## src/rtl/axi_datamover_mm2s_lite_if.sv

```systemverilog
// Bundle of the command, status, AXI read and MM2S stream signals of the lite datamover.
// The master modport is the datamover's view; slave is the view of the surrounding system.
interface axi_datamover_mm2s_lite_if #(
   parameter int unsigned ADDR_W = 32,
   parameter int unsigned DATA_W = 64,
   parameter int unsigned CMD_W  = 73,
   parameter int unsigned STS_W  = 8
);
   localparam int unsigned KEEP_W = DATA_W / 8;

   logic              S_AXIS_CMD_TVALID;
   logic              S_AXIS_CMD_TREADY;
   logic [CMD_W-1:0]  S_AXIS_CMD_TDATA;

   logic              M_AXIS_STS_TVALID;
   logic              M_AXIS_STS_TREADY;
   logic [STS_W-1:0]  M_AXIS_STS_TDATA;

   logic [ADDR_W-1:0] M_AXI_ARADDR;
   logic [7:0]        M_AXI_ARLEN;
   logic [2:0]        M_AXI_ARSIZE;
   logic [1:0]        M_AXI_ARBURST;
   logic              M_AXI_ARVALID;
   logic              M_AXI_ARREADY;

   logic [DATA_W-1:0] M_AXI_RDATA;
   logic [1:0]        M_AXI_RRESP;
   logic              M_AXI_RLAST;
   logic              M_AXI_RVALID;
   logic              M_AXI_RREADY;

   logic [DATA_W-1:0] M_AXIS_MM2S_TDATA;
   logic [KEEP_W-1:0] M_AXIS_MM2S_TKEEP;
   logic              M_AXIS_MM2S_TLAST;
   logic              M_AXIS_MM2S_TVALID;
   logic              M_AXIS_MM2S_TREADY;

   modport master (
      input  S_AXIS_CMD_TVALID, S_AXIS_CMD_TDATA, M_AXIS_STS_TREADY,
             M_AXI_ARREADY, M_AXI_RDATA, M_AXI_RRESP, M_AXI_RLAST, M_AXI_RVALID,
             M_AXIS_MM2S_TREADY,
      output S_AXIS_CMD_TREADY, M_AXIS_STS_TVALID, M_AXIS_STS_TDATA,
             M_AXI_ARADDR, M_AXI_ARLEN, M_AXI_ARSIZE, M_AXI_ARBURST, M_AXI_ARVALID,
             M_AXI_RREADY, M_AXIS_MM2S_TDATA, M_AXIS_MM2S_TKEEP, M_AXIS_MM2S_TLAST,
             M_AXIS_MM2S_TVALID
   );

   modport slave (
      output S_AXIS_CMD_TVALID, S_AXIS_CMD_TDATA, M_AXIS_STS_TREADY,
             M_AXI_ARREADY, M_AXI_RDATA, M_AXI_RRESP, M_AXI_RLAST, M_AXI_RVALID,
             M_AXIS_MM2S_TREADY,
      input  S_AXIS_CMD_TREADY, M_AXIS_STS_TVALID, M_AXIS_STS_TDATA,
             M_AXI_ARADDR, M_AXI_ARLEN, M_AXI_ARSIZE, M_AXI_ARBURST, M_AXI_ARVALID,
             M_AXI_RREADY, M_AXIS_MM2S_TDATA, M_AXIS_MM2S_TKEEP, M_AXIS_MM2S_TLAST,
             M_AXIS_MM2S_TVALID
   );
endinterface

```

## src/rtl/axi_datamover_mm2s_lite.sv

```systemverilog
// Lite MM2S datamover: turns one linear read command into 4 KB-safe AXI4 INCR bursts,
// streams the read data out and returns one status byte per command.
module axi_datamover_mm2s_lite #(
   parameter int unsigned C_M_AXI_ADDR_WIDTH      = 32,
   parameter int unsigned C_M_AXI_DATA_WIDTH      = 64,
   parameter int unsigned C_S_AXIS_CMD_DATA_WIDTH = 73,
   parameter int unsigned C_M_AXIS_STS_DATA_WIDTH = 8,
   parameter int unsigned C_MAX_BURST_LEN         = 16
) (
   input logic clk,
   input logic rst,
   axi_datamover_mm2s_lite_if.master bus
);
   localparam int unsigned ADDR_W  = C_M_AXI_ADDR_WIDTH;
   localparam int unsigned KEEP_W  = C_M_AXI_DATA_WIDTH / 8;
   localparam int unsigned BTT_W   = 23;
   localparam int unsigned BEATS_W = 21;
   localparam int unsigned LEN_W   = 9;
   localparam int unsigned TAG_W   = 4;

   typedef enum logic [2:0] {IDLE, CHECK, ADDR, DATA, STS} state_t;

   state_t                             state;
   logic [BTT_W-1:0]                   btt;
   logic                               eof;
   logic [ADDR_W-1:0]                  saddr;
   logic [TAG_W-1:0]                   tag;
   logic [BEATS_W-1:0]                 beats_left;
   logic [ADDR_W-1:0]                  cur_addr;
   logic [LEN_W-1:0]                   burst_len;
   logic [LEN_W-1:0]                   beat_cnt;
   logic                               slverr;
   logic                               decerr;
   logic                               interr;
   logic                               cmd_tready;
   logic                               ar_valid;
   logic [ADDR_W-1:0]                  ar_addr;
   logic [7:0]                         ar_len;
   logic                               sts_valid;
   logic [C_M_AXIS_STS_DATA_WIDTH-1:0] sts_data;

   logic               in_data;
   logic               beat_hs;
   logic               final_beat;
   logic               burst_done;
   logic [8:0]         keep_wide;
   logic [BEATS_W-1:0] to_page;
   logic [BEATS_W-1:0] len_calc;
   logic               unused_bits;

   // Next burst length: remaining beats capped by max burst size and the 4 KB page end
   always_comb begin
      to_page  = BEATS_W'(10'd512 - {1'b0, cur_addr[11:3]});
      len_calc = beats_left;
      if (len_calc > BEATS_W'(C_MAX_BURST_LEN)) len_calc = BEATS_W'(C_MAX_BURST_LEN);
      if (len_calc > to_page) len_calc = to_page;
   end

   assign in_data    = (state == DATA);
   assign beat_hs    = in_data && bus.M_AXI_RVALID && bus.M_AXIS_MM2S_TREADY;
   assign final_beat = (beats_left == BEATS_W'(1));
   assign burst_done = (beat_cnt == burst_len - LEN_W'(1));
   assign keep_wide  = (9'd1 << btt[2:0]) - 9'd1;

   assign unused_bits = ^{bus.S_AXIS_CMD_TDATA[C_S_AXIS_CMD_DATA_WIDTH-1:68],
                          bus.S_AXIS_CMD_TDATA[31], bus.S_AXIS_CMD_TDATA[29:23]};

   assign bus.S_AXIS_CMD_TREADY = cmd_tready;
   assign bus.M_AXIS_STS_TVALID = sts_valid;
   assign bus.M_AXIS_STS_TDATA  = sts_data;
   assign bus.M_AXI_ARADDR      = ar_addr;
   assign bus.M_AXI_ARLEN       = ar_len;
   assign bus.M_AXI_ARSIZE      = 3'b011;
   assign bus.M_AXI_ARBURST     = 2'b01;
   assign bus.M_AXI_ARVALID     = ar_valid;

   // Read channel is a straight pass-through onto the stream while a burst is in flight
   assign bus.M_AXI_RREADY       = in_data && bus.M_AXIS_MM2S_TREADY;
   assign bus.M_AXIS_MM2S_TVALID = in_data && bus.M_AXI_RVALID;
   assign bus.M_AXIS_MM2S_TDATA  = bus.M_AXI_RDATA;
   assign bus.M_AXIS_MM2S_TKEEP  = (in_data && final_beat && (btt[2:0] != 3'd0))
                                   ? KEEP_W'(keep_wide[7:0]) : {KEEP_W{1'b1}};
   assign bus.M_AXIS_MM2S_TLAST  = in_data && final_beat && eof;

   always_ff @(posedge clk) begin
      if (rst) begin
         state      <= IDLE;
         btt        <= '0;
         eof        <= 1'b0;
         saddr      <= '0;
         tag        <= '0;
         beats_left <= '0;
         cur_addr   <= '0;
         burst_len  <= '0;
         beat_cnt   <= '0;
         slverr     <= 1'b0;
         decerr     <= 1'b0;
         interr     <= 1'b0;
         cmd_tready <= 1'b0;
         ar_valid   <= 1'b0;
         ar_addr    <= '0;
         ar_len     <= '0;
         sts_valid  <= 1'b0;
         sts_data   <= '0;
      end else begin
         case (state)
            IDLE: begin
               cmd_tready <= 1'b1;
               if (cmd_tready && bus.S_AXIS_CMD_TVALID) begin
                  cmd_tready <= 1'b0;
                  btt        <= bus.S_AXIS_CMD_TDATA[22:0];
                  eof        <= bus.S_AXIS_CMD_TDATA[30];
                  saddr      <= bus.S_AXIS_CMD_TDATA[63:32];
                  tag        <= bus.S_AXIS_CMD_TDATA[67:64];
                  state      <= CHECK;
               end
            end
            CHECK: begin
               if ((btt == '0) || (saddr[2:0] != 3'd0)) begin
                  interr <= 1'b1;
                  state  <= STS;
               end else begin
                  beats_left <= BEATS_W'(({1'b0, btt} + 24'd7) >> 3);
                  cur_addr   <= saddr;
                  state      <= ADDR;
               end
            end
            ADDR: begin
               // First cycle loads the request, then it is held until accepted
               if (!ar_valid) begin
                  ar_valid  <= 1'b1;
                  ar_addr   <= cur_addr;
                  ar_len    <= 8'(len_calc - BEATS_W'(1));
                  burst_len <= LEN_W'(len_calc);
                  beat_cnt  <= '0;
               end else if (bus.M_AXI_ARREADY) begin
                  ar_valid <= 1'b0;
                  state    <= DATA;
               end
            end
            DATA: begin
               if (beat_hs) begin
                  beats_left <= beats_left - BEATS_W'(1);
                  beat_cnt   <= beat_cnt + LEN_W'(1);
                  if (bus.M_AXI_RRESP == 2'b10) slverr <= 1'b1;
                  if (bus.M_AXI_RRESP == 2'b11) decerr <= 1'b1;
                  // RLAST out of step with our own beat count is a protocol error; the count wins
                  if (bus.M_AXI_RLAST != burst_done) interr <= 1'b1;
                  if (burst_done) begin
                     if (final_beat) begin
                        state <= STS;
                     end else begin
                        cur_addr <= cur_addr + (ADDR_W'(burst_len) << 3);
                        state    <= ADDR;
                     end
                  end
               end
            end
            STS: begin
               if (!sts_valid) begin
                  sts_valid <= 1'b1;
                  sts_data  <= C_M_AXIS_STS_DATA_WIDTH'({~(slverr | decerr | interr),
                                                         slverr, decerr, interr, tag});
               end else if (bus.M_AXIS_STS_TREADY) begin
                  sts_valid  <= 1'b0;
                  slverr     <= 1'b0;
                  decerr     <= 1'b0;
                  interr     <= 1'b0;
                  cmd_tready <= 1'b1;
                  state      <= IDLE;
               end
            end
            default: state <= IDLE;
         endcase
      end
   end
endmodule

```

## src/flat_wrapper.sv

```systemverilog
// flat-port wrapper written by rule: the top's interface ports become plain ports
module axi_datamover_mm2s_lite_flat 
#(
   parameter int unsigned C_M_AXI_ADDR_WIDTH      = 32,
   parameter int unsigned C_M_AXI_DATA_WIDTH      = 64,
   parameter int unsigned C_S_AXIS_CMD_DATA_WIDTH = 73,
   parameter int unsigned C_M_AXIS_STS_DATA_WIDTH = 8,
   parameter int unsigned C_MAX_BURST_LEN         = 16
)
  (clk, rst, bus_S_AXIS_CMD_TVALID, bus_S_AXIS_CMD_TDATA, bus_M_AXIS_STS_TREADY, bus_M_AXI_ARREADY, bus_M_AXI_RDATA, bus_M_AXI_RRESP, bus_M_AXI_RLAST, bus_M_AXI_RVALID, bus_M_AXIS_MM2S_TREADY, bus_S_AXIS_CMD_TREADY, bus_M_AXIS_STS_TVALID, bus_M_AXIS_STS_TDATA, bus_M_AXI_ARADDR, bus_M_AXI_ARLEN, bus_M_AXI_ARSIZE, bus_M_AXI_ARBURST, bus_M_AXI_ARVALID, bus_M_AXI_RREADY, bus_M_AXIS_MM2S_TDATA, bus_M_AXIS_MM2S_TKEEP, bus_M_AXIS_MM2S_TLAST, bus_M_AXIS_MM2S_TVALID);
  axi_datamover_mm2s_lite_if bus_i ();
  input logic clk;
  input logic rst;
  input wire logic [$bits(bus_i.S_AXIS_CMD_TVALID)-1:0] bus_S_AXIS_CMD_TVALID;
  input wire logic [$bits(bus_i.S_AXIS_CMD_TDATA)-1:0] bus_S_AXIS_CMD_TDATA;
  input wire logic [$bits(bus_i.M_AXIS_STS_TREADY)-1:0] bus_M_AXIS_STS_TREADY;
  input wire logic [$bits(bus_i.M_AXI_ARREADY)-1:0] bus_M_AXI_ARREADY;
  input wire logic [$bits(bus_i.M_AXI_RDATA)-1:0] bus_M_AXI_RDATA;
  input wire logic [$bits(bus_i.M_AXI_RRESP)-1:0] bus_M_AXI_RRESP;
  input wire logic [$bits(bus_i.M_AXI_RLAST)-1:0] bus_M_AXI_RLAST;
  input wire logic [$bits(bus_i.M_AXI_RVALID)-1:0] bus_M_AXI_RVALID;
  input wire logic [$bits(bus_i.M_AXIS_MM2S_TREADY)-1:0] bus_M_AXIS_MM2S_TREADY;
  output wire logic [$bits(bus_i.S_AXIS_CMD_TREADY)-1:0] bus_S_AXIS_CMD_TREADY;
  output wire logic [$bits(bus_i.M_AXIS_STS_TVALID)-1:0] bus_M_AXIS_STS_TVALID;
  output wire logic [$bits(bus_i.M_AXIS_STS_TDATA)-1:0] bus_M_AXIS_STS_TDATA;
  output wire logic [$bits(bus_i.M_AXI_ARADDR)-1:0] bus_M_AXI_ARADDR;
  output wire logic [$bits(bus_i.M_AXI_ARLEN)-1:0] bus_M_AXI_ARLEN;
  output wire logic [$bits(bus_i.M_AXI_ARSIZE)-1:0] bus_M_AXI_ARSIZE;
  output wire logic [$bits(bus_i.M_AXI_ARBURST)-1:0] bus_M_AXI_ARBURST;
  output wire logic [$bits(bus_i.M_AXI_ARVALID)-1:0] bus_M_AXI_ARVALID;
  output wire logic [$bits(bus_i.M_AXI_RREADY)-1:0] bus_M_AXI_RREADY;
  output wire logic [$bits(bus_i.M_AXIS_MM2S_TDATA)-1:0] bus_M_AXIS_MM2S_TDATA;
  output wire logic [$bits(bus_i.M_AXIS_MM2S_TKEEP)-1:0] bus_M_AXIS_MM2S_TKEEP;
  output wire logic [$bits(bus_i.M_AXIS_MM2S_TLAST)-1:0] bus_M_AXIS_MM2S_TLAST;
  output wire logic [$bits(bus_i.M_AXIS_MM2S_TVALID)-1:0] bus_M_AXIS_MM2S_TVALID;
  assign bus_i.S_AXIS_CMD_TVALID = bus_S_AXIS_CMD_TVALID;
  assign bus_i.S_AXIS_CMD_TDATA = bus_S_AXIS_CMD_TDATA;
  assign bus_i.M_AXIS_STS_TREADY = bus_M_AXIS_STS_TREADY;
  assign bus_i.M_AXI_ARREADY = bus_M_AXI_ARREADY;
  assign bus_i.M_AXI_RDATA = bus_M_AXI_RDATA;
  assign bus_i.M_AXI_RRESP = bus_M_AXI_RRESP;
  assign bus_i.M_AXI_RLAST = bus_M_AXI_RLAST;
  assign bus_i.M_AXI_RVALID = bus_M_AXI_RVALID;
  assign bus_i.M_AXIS_MM2S_TREADY = bus_M_AXIS_MM2S_TREADY;
  assign bus_S_AXIS_CMD_TREADY = bus_i.S_AXIS_CMD_TREADY;
  assign bus_M_AXIS_STS_TVALID = bus_i.M_AXIS_STS_TVALID;
  assign bus_M_AXIS_STS_TDATA = bus_i.M_AXIS_STS_TDATA;
  assign bus_M_AXI_ARADDR = bus_i.M_AXI_ARADDR;
  assign bus_M_AXI_ARLEN = bus_i.M_AXI_ARLEN;
  assign bus_M_AXI_ARSIZE = bus_i.M_AXI_ARSIZE;
  assign bus_M_AXI_ARBURST = bus_i.M_AXI_ARBURST;
  assign bus_M_AXI_ARVALID = bus_i.M_AXI_ARVALID;
  assign bus_M_AXI_RREADY = bus_i.M_AXI_RREADY;
  assign bus_M_AXIS_MM2S_TDATA = bus_i.M_AXIS_MM2S_TDATA;
  assign bus_M_AXIS_MM2S_TKEEP = bus_i.M_AXIS_MM2S_TKEEP;
  assign bus_M_AXIS_MM2S_TLAST = bus_i.M_AXIS_MM2S_TLAST;
  assign bus_M_AXIS_MM2S_TVALID = bus_i.M_AXIS_MM2S_TVALID;
  axi_datamover_mm2s_lite #(.C_M_AXI_ADDR_WIDTH(C_M_AXI_ADDR_WIDTH), .C_M_AXI_DATA_WIDTH(C_M_AXI_DATA_WIDTH), .C_S_AXIS_CMD_DATA_WIDTH(C_S_AXIS_CMD_DATA_WIDTH), .C_M_AXIS_STS_DATA_WIDTH(C_M_AXIS_STS_DATA_WIDTH), .C_MAX_BURST_LEN(C_MAX_BURST_LEN)) u_core (.clk(clk), .rst(rst), .bus(bus_i));
endmodule
```

## config.mk

```make
export PLATFORM = sky130hd
export DESIGN_NAME = axi_datamover_mm2s_lite_flat
export DESIGN_NICKNAME = d
export VERILOG_FILES = /design/src/rtl/axi_datamover_mm2s_lite_if.sv /design/src/rtl/axi_datamover_mm2s_lite.sv /design/src/flat_wrapper.sv
export SDC_FILE = /design/constraint.sdc
export NUM_CORES = 1
export LEC_CHECK = 0
export BUFFER_PORTS_ARGS = -buffer_cell sky130_fd_sc_hd__buf_2
export CAP_MARGIN = 0
export CELL_PAD_IN_SITES_DETAIL_PLACEMENT = 2
export CELL_PAD_IN_SITES_GLOBAL_PLACEMENT = 2
export CORE_MARGIN = 2
export CORE_UTILIZATION = 32
export DETAILED_ROUTE_END_ITERATION = 10
export GPL_TIMING_DRIVEN = 0
export HOLD_SLACK_MARGIN = 0.1
export PLACE_DENSITY_LB_ADDON = 0.2
export SYNTH_ARGS = -nofsm -noshare
export SYNTH_HDL_FRONTEND = slang
export SYNTH_SLANG_ARGS = --single-unit
```

## constraint.sdc

```tcl
create_clock -name clk -period 8 [get_ports clk]
set_clock_uncertainty 0.2 [all_clocks]
set_input_delay 2.4 -clock clk [delete_from_list [all_inputs] [get_ports clk]]
set_output_delay 2.4 -clock clk [all_outputs]
set_load 0.01 [all_outputs]
```

==> impl_metrics.env, run 1 <==
export IMPL_status="finished, final reports clean"
export IMPL_min_to="u_core.bus.M_AXI_ARADDR[2]"
export IMPL_grt_pass1_wl_um=65490
export IMPL_worst_slew_pin_slew_ns=1.127
export IMPL_p_leak_nw=4.961
export IMPL_antenna_found_initial=1
export IMPL_grt_overflow=0
export IMPL_critPathMaxFanout=6
export IMPL_synth_edf_count=0
export IMPL_synth_avg_cell_area_um2=7.583
export IMPL_ant_nets=0
export IMPL_critical_path_class="reg2out"
export IMPL_fin_util_pct=38.89
export IMPL_min_period_over_period_pct=70.76
export IMPL_area_delta_synth_final_pct=20.62
export IMPL_cts_setup_buffers=0
export IMPL_synth_cell_type_count=82
export IMPL_hp_start="u_core.cur_addr[2]"
export IMPL_r2r_start="u_core.beats_left[12]"
export IMPL_gp_congestion=0.8704
export IMPL_dp_cells=2018
export IMPL_dr_pass1_iters=5
export IMPL_grt_max_degree=19
export IMPL_io_buffers=194
export IMPL_finalPower_mw=4.118
export IMPL_ios=278
export IMPL_synth_top_area_share_pct=36.15
export IMPL_cap_violations=0
export IMPL_start_kind="flop"
export IMPL_rsz0062_at_grt="false"
export IMPL_dieArea_um2=33990
export IMPL_slew_headroom_pct=22.95
export IMPL_cts_hold_buf=0
export IMPL_vias_per_cell=5.355
export IMPL_start_util_pct=32.24
export IMPL_hold_viol_final=0
export IMPL_synth_async_reset_ratio_pct=0
export IMPL_ctsResizeCount=0
export IMPL_end_kind="primary output"
export IMPL_irDropWorstVdd_mv=0.1828
export IMPL_die_height_um=184.4
export IMPL_die_w_um=184.4
export IMPL_r2r_slack_ns=2.96
export IMPL_drt_initial_drc_count=595
export IMPL_period_minus_slack_ns=5.661
export IMPL_clock_root_buffer="clkbuf_16"
export IMPL_yosysSeqAreaShare_pct=36.15
export IMPL_ys_seq_elements=188
export IMPL_r2r_end="u_core.bus.M_AXI_ARLEN[2]"
export IMPL_path_clk_slew_ns=0.08
export IMPL_num_vias=10984
export IMPL_setup_viol=0
export IMPL_cts_buffers=17
export IMPL_synthFlopType="dfxtp_1"
export IMPL_slew_viol_final=0
export IMPL_clock_latency_ns=0.47
export IMPL_syn_instance_count=1373
export IMPL_wire_per_inst_um=20.87
export IMPL_timing_setup_tns_ns=0
export IMPL_dp_hpwl_um=32690
export IMPL_grt_pass1_vias=11293
export IMPL_pwr_density_cell_nw_per_um2=327.9
export IMPL_rows=66
export IMPL_cts_tree="built"
export IMPL_synth_area_um2=10410
export IMPL_cts_max_level=4
export IMPL_nNetsFinal=1768
export IMPL_core_um2=32290
export IMPL_stdcell_count=2051
export IMPL_required_ns=5.40
export IMPL_routed_wl_um=42810
export IMPL_r2r_cells=15
export IMPL_fill_cells=3872
export IMPL_synth_top_area_cell="dfxtp_1"
export IMPL_track_usage_pct=25.19
export IMPL_holdCritPathClass="reg2reg"
export IMPL_drc=0
export IMPL_synth_warnings=0
export IMPL_drive_gt1_share_pct=20.90
export IMPL_fmax_mhz=176.7
export IMPL_synth_area_leaders="dfxtp_1, nand2_1, a21oi_1"
export IMPL_holdPathStages=2
export IMPL_clk_path_buf_depth=2
export IMPL_clock_sinks=188
export IMPL_arrival_ns=3.06
[cell usage in the layout (no fill, tap or decap), types with 8 or more instances in the layout]
master	n
conb_1	11
inv_1	25
a21oi_1	159
a21o_1	10
nor3_1	25
a211oi_1	21
a31oi_1	16
a32oi_1	8
nand2b_1	9
xor2_1	25
nand2_1	286
o211ai_1	10
nor4_1	11
clkbuf_16	17
dfxtp_1	188
and3_1	11
buf_4	70
ha_1	25
o21ai_0	63
buf_2	206
clkbuf_1	63
xnor2_1	23
o31ai_1	9
and2_1	15
nor2_1	90
or3_1	14
nand4_1	21
nand3_1	30
[cell type report]
type | count | area [um^2] | share of cell area [%]
flip-flops and latches | 188 | 3764 | 29.97
multi-input cells | 1020 | 5756 | 45.83
clock buffers | 17 | 425.4 | 3.387
plain buffers | 149 | 837.1 | 6.665
diodes | 1 | 2.502 | 0.01993
inverters | 25 | 93.84 | 0.7472
clock inverters | 15 | 156.4 | 1.245
well taps | 442 | 553.0 | 4.404
repair buffers | 194 | 970.9 | 7.731
[routing by layer]
metal | wire (um) | share of wire, % | global-route usage, % | up-vias
li1 | - | - | - | 5181
met1 | 19170 | 45 | 32.41 | 5452
met2 | 20570 | 48 | 43.20 | 289
met3 | 2187 | 5.1 | 4.169 | 62
met4 | 884 | 2.1 | 7.360 | 0
met5 | 0 | 0 | 0 | -
[synth_stat cells, drive strengths merged (3+ instances only)]
| library cell | number |
|---|---|
| a221o | 3 |
| a22oi | 5 |
| or2 | 8 |
| o21ai | 68 |
| nand2 | 286 |
| a2111oi | 4 |
| clkbuf | 63 |
| o2111ai | 6 |
| or4 | 6 |
| and3 | 11 |
| buf | 86 |
| nor2 | 94 |
| a21boi | 3 |
| o41ai | 4 |
| xnor2 | 23 |
| and4 | 4 |
| a31o | 3 |
| or3 | 14 |
| mux2 | 3 |
| a21o | 10 |
| o31ai | 9 |
| a32oi | 8 |
| o311ai | 5 |
| mux2i | 7 |
| nor3 | 28 |
| inv | 25 |
| nand2b | 9 |
| nor4 | 13 |
| a32o | 4 |
| dfxtp | 188 |
| xor2 | 25 |
| o21a | 4 |
| nor2b | 6 |
| a211oi | 24 |
| ha | 25 |
| and2 | 15 |
| nand4 | 21 |
| a21oi | 159 |
| o211ai | 10 |
| nand3b | 6 |
| a31oi | 16 |
| nand3 | 31 |
| o22ai | 5 |
[critical path, stage by stage (launching register included)]
cell,delay [ns]
dfxtp_1,0.37
nor4_1,0.58
and4_1,0.37
nand3_1,0.15
nor2_1,0.49
nand2_1,0.16
or3_1,0.33
buf_2,0.15
[flip-flops by register name, summed over array words and instances, names as in the netlist, 3 cells and up]
name and flops:
u_core.burst_len 9, u_core.beats_left 21, u_core.btt 23, u_core.bus.M_AXI_ARLEN 8, u_core.cur_addr 32, u_core.bus.M_AXIS_STS_TDATA 8
u_core.saddr 32, u_core.beat_cnt 9, u_core.bus.M_AXI_ARADDR 32, u_core.tag 4, u_core.state 3
[kinds of logic after synthesis]
logic type | count (synthesis) | synth area share [%]
buffers and inverters | 174 | 8.941
AO/OA/AOI/OAI | 367 | 21.96
AND/OR/NAND/NOR | 558 | 24.65
adder cells (fa/ha/maj) | 26 | 3.197
other | 2 | 0.07213
multiplexers | 10 | 0.9975
XOR/XNOR | 48 | 4.038
flip-flops | 188 | 36.15
[power by group]
part / internal (mW) / total (mW) / leakage [nW] / switching [mW]
combinational: 0.678 / 2.01 / 3.16 / 1.33
sequential: 1.07 / 1.22 / 1.52 / 0.159
clock: 0.441 / 0.883 / 0.274 / 0.442
total: 2.18 / 4.12 / 4.96 / 1.93
[worst max-delay path by stage]
stage | from | depth (start not counted) | slack (ns) | endpoint
after floorplan | bus_M_AXI_RVALID | 1 | 2.85 | bus_M_AXIS_MM2S_TVALID
after global placement | bus_M_AXIS_MM2S_TREADY | 3 | 2.64 | bus_M_AXI_RREADY
after detailed placement | bus_M_AXIS_MM2S_TREADY | 3 | 2.63 | bus_M_AXI_RREADY
after CTS | u_core.beats_left[12] | 7 | 2.36 | bus_M_AXIS_MM2S_TKEEP[1]
after global routing | u_core.beats_left[12] | 7 | 2.21 | bus_M_AXIS_MM2S_TKEEP[1]
final | u_core.beats_left[12] | 7 | 2.34 | bus_M_AXIS_MM2S_TKEEP[1]
[metrics by stage]
| stage | hold WS [ns] | worst slack [ns] | cell area [um^2] |
|---|---|---|---|
| after detailed placement | 0.2470 | 2.631 | 11970 |
| final | 0.2537 | 2.339 | 12560 |
| after floorplan | 0.2273 | 2.854 | 10450 |
| after CTS | 0.2575 | 2.363 | 12550 |
| after global routing | 0.2804 | 2.208 | 12560 |
| after global placement | 0.2412 | 2.641 | 11970 |
No activity file was read; power rests on OpenSTA's default activity.
==> run 2, diff against run 1 <==
- CORE_UTILIZATION: 32 -> 30
- clock period: 8 -> 5.7 ns (I/O delays scaled with it)
==> impl_metrics.env, run 2 (synthesized netlist as in run 1, its figures left out) <==
export IMPL_start_util_pct=30.29
export IMPL_rsz0062_at_grt="false"
export IMPL_core_um2=34370
export IMPL_holdCritPathClass="reg2reg"
export IMPL_arrival_ns=5.19
export IMPL_die_height_um=190.3
export IMPL_seqPwrFrac_pct=30.3
export IMPL_rows=68
export IMPL_critical_path_class="reg2reg"
export IMPL_end_kind="flop"
export IMPL_num_vias=10979
export IMPL_fmax_mhz=197.4
export IMPL_layout_common_cells="nand2_1, buf_2, dfxtp_1"
export IMPL_design_area_um2=12510
export IMPL_combPwrFrac_pct=49.6
export IMPL_r2r_cells=15
export IMPL_irDropWorstVdd_mv=0.2823
export IMPL_path_clk_slew_ns=0.08
export IMPL_hp_start="u_core.bus.M_AXI_ARADDR[8]"
export IMPL_wire_per_inst_um=21.11
export IMPL_cts_hold_buf=0
export IMPL_r2r_start="u_core.beats_left[16]"
export IMPL_fin_ws_ns=0.6329
export IMPL_critPathMaxFanout=10
export IMPL_die_w_um=190.3
export IMPL_r2r_end="u_core.bus.M_AXI_ARLEN[4]"
export IMPL_place_ws_ns=0.8318
export IMPL_cts_max_level=4
export IMPL_setup_viol=0
export IMPL_slew_headroom_pct=22.70
export IMPL_gp_congestion=0.8278
export IMPL_hold_viol_final=0
export IMPL_timing_setup_tns_ns=0
export IMPL_status="finished, final reports clean"
export IMPL_pwr_density_cell_nw_per_um2=454.1
export IMPL_min_to="u_core.bus.M_AXI_ARADDR[8]"
export IMPL_grt_pass1_vias=11437
export IMPL_worst_slew_pin_slew_ns=1.130
export IMPL_track_usage_pct=24.15
export IMPL_p_leak_nw=4.937
export IMPL_ctsResizeCount=0
export IMPL_grt_overflow=0
export IMPL_p_clk_share_pct=20.1
export IMPL_area_delta_synth_final_pct=20.20
export IMPL_fill_cells=4126
export IMPL_switching_share_pct=47.14
export IMPL_ant_nets=0
export IMPL_period_minus_slack_ns=5.067
export IMPL_nNetsFinal=1768
export IMPL_min_period_over_period_pct=88.90
export IMPL_p_int_mw=3.004
export IMPL_antenna_found_initial=2
export IMPL_drive_gt1_share_pct=20.80
export IMPL_finalPower_mw=5.683
export IMPL_placed_area_um2=11990
export IMPL_p_switching_mw=2.679
export IMPL_r2r_slack_ns=0.63
export IMPL_slew_viol_final=0
export IMPL_clock_latency_ns=0.47
export IMPL_vias_per_cell=5.324
export IMPL_io_buffers=194
export IMPL_cts_setup_buffers=0
export IMPL_layout_commonest_cell="nand2_1"
export IMPL_clock_root_buffer="clkbuf_16"
export IMPL_drc=0
export IMPL_grt_pass1_wl_um=66850
export IMPL_drt_initial_drc_count=492
export IMPL_dieArea_um2=36210
export IMPL_clock_sinks=188
export IMPL_grt_max_degree=17
export IMPL_dp_hpwl_um=33350
export IMPL_ios=278
export IMPL_cts_buffers=17
export IMPL_dr_pass1_iters=4
export IMPL_clk_path_buf_depth=2
export IMPL_holdPathStages=2
export IMPL_required_ns=5.82
export IMPL_start_kind="flop"
export IMPL_cap_violations=0
export IMPL_routed_wl_um=43520
export IMPL_cts_tree="built"
==> run 2: critical path, cell delays in order, from the launching register on <==
cell and delay (ns):
dfxtp_1 0.36, nor4_1 0.58, nand4_1 0.27, nor3_1 0.38
nand2_1 0.21, inv_1 0.11, ha_1 0.17, o21ai_0 0.09
a21oi_1 0.18, o31ai_1 0.11, a211oi_2 0.64, clkbuf_1 0.49
mux2i_1 0.37, ha_1 0.33, mux2i_1 0.31, a21oi_1 0.11
==> run 2: how the worst max path moves through the flow <==
stage / startpoint / to / cells past startpoint
floorplan: u_core.beats_left[8] / bus_M_AXIS_MM2S_TKEEP[1] / 6
global placement: u_core.beats_left[16] / u_core.bus.M_AXI_ARLEN[4] / 15
detailed placement: u_core.beats_left[16] / u_core.bus.M_AXI_ARLEN[4] / 14
CTS: u_core.beats_left[16] / u_core.bus.M_AXI_ARLEN[4] / 15
global route: u_core.beats_left[16] / u_core.bus.M_AXI_ARLEN[4] / 15
finish: u_core.beats_left[16] / u_core.bus.M_AXI_ARLEN[4] / 15
==> run 2: layout make-up <==
cell class                      count  area, um^2  share of cell area (%)
Multi-Input combinational cell   1020        5756                   45.99
Sequential cell                   188        3764                   30.07
Timing Repair Buffer              194       970.9                   7.758
Buffer                            149       837.1                   6.689
Tap cell                          455       569.3                   4.549
Clock buffer                       17       425.4                   3.399
Clock inverter                     13       96.34                  0.7698
Inverter                           25       93.84                  0.7499
Antenna cell                        1       2.502                 0.02000
==> run 2: through the flow <==
| step | hold slack (ns) | utilization (%) | cells |
|---|---|---|---|
| 3_5_place_dp | 0.2463 | 34.88 | 2031 |
| 6_report | 0.2526 | 36.41 | 2062 |
| 4_1_cts | 0.2562 | 36.40 | 2061 |
| 3_3_place_gp | 0.2378 | 34.87 | 2031 |
| 2_1_floorplan | 0.2273 | - | 1382 |
| 5_1_grt | 0.2781 | 36.40 | 2061 |
==> run 2: power groups by stage <==
stage	sequential (mW)	clock, mW	combinational, mW
final	1.72	1.14	2.82
after detailed placement	1.75	0	2.77
after CTS	1.72	1.16	2.81
after global routing	1.75	1.21	3.11
after floorplan	1.67	0	1.90
after global placement	1.74	0	2.67
==> run 2: per-layer routing <==
layer / global-route usage, % / share of wire (%)
met5: 0 / 0
met4: 8.020 / 2.4
met3: 3.791 / 4.9
met2: 41.09 / 48
met1: 31.10 / 45
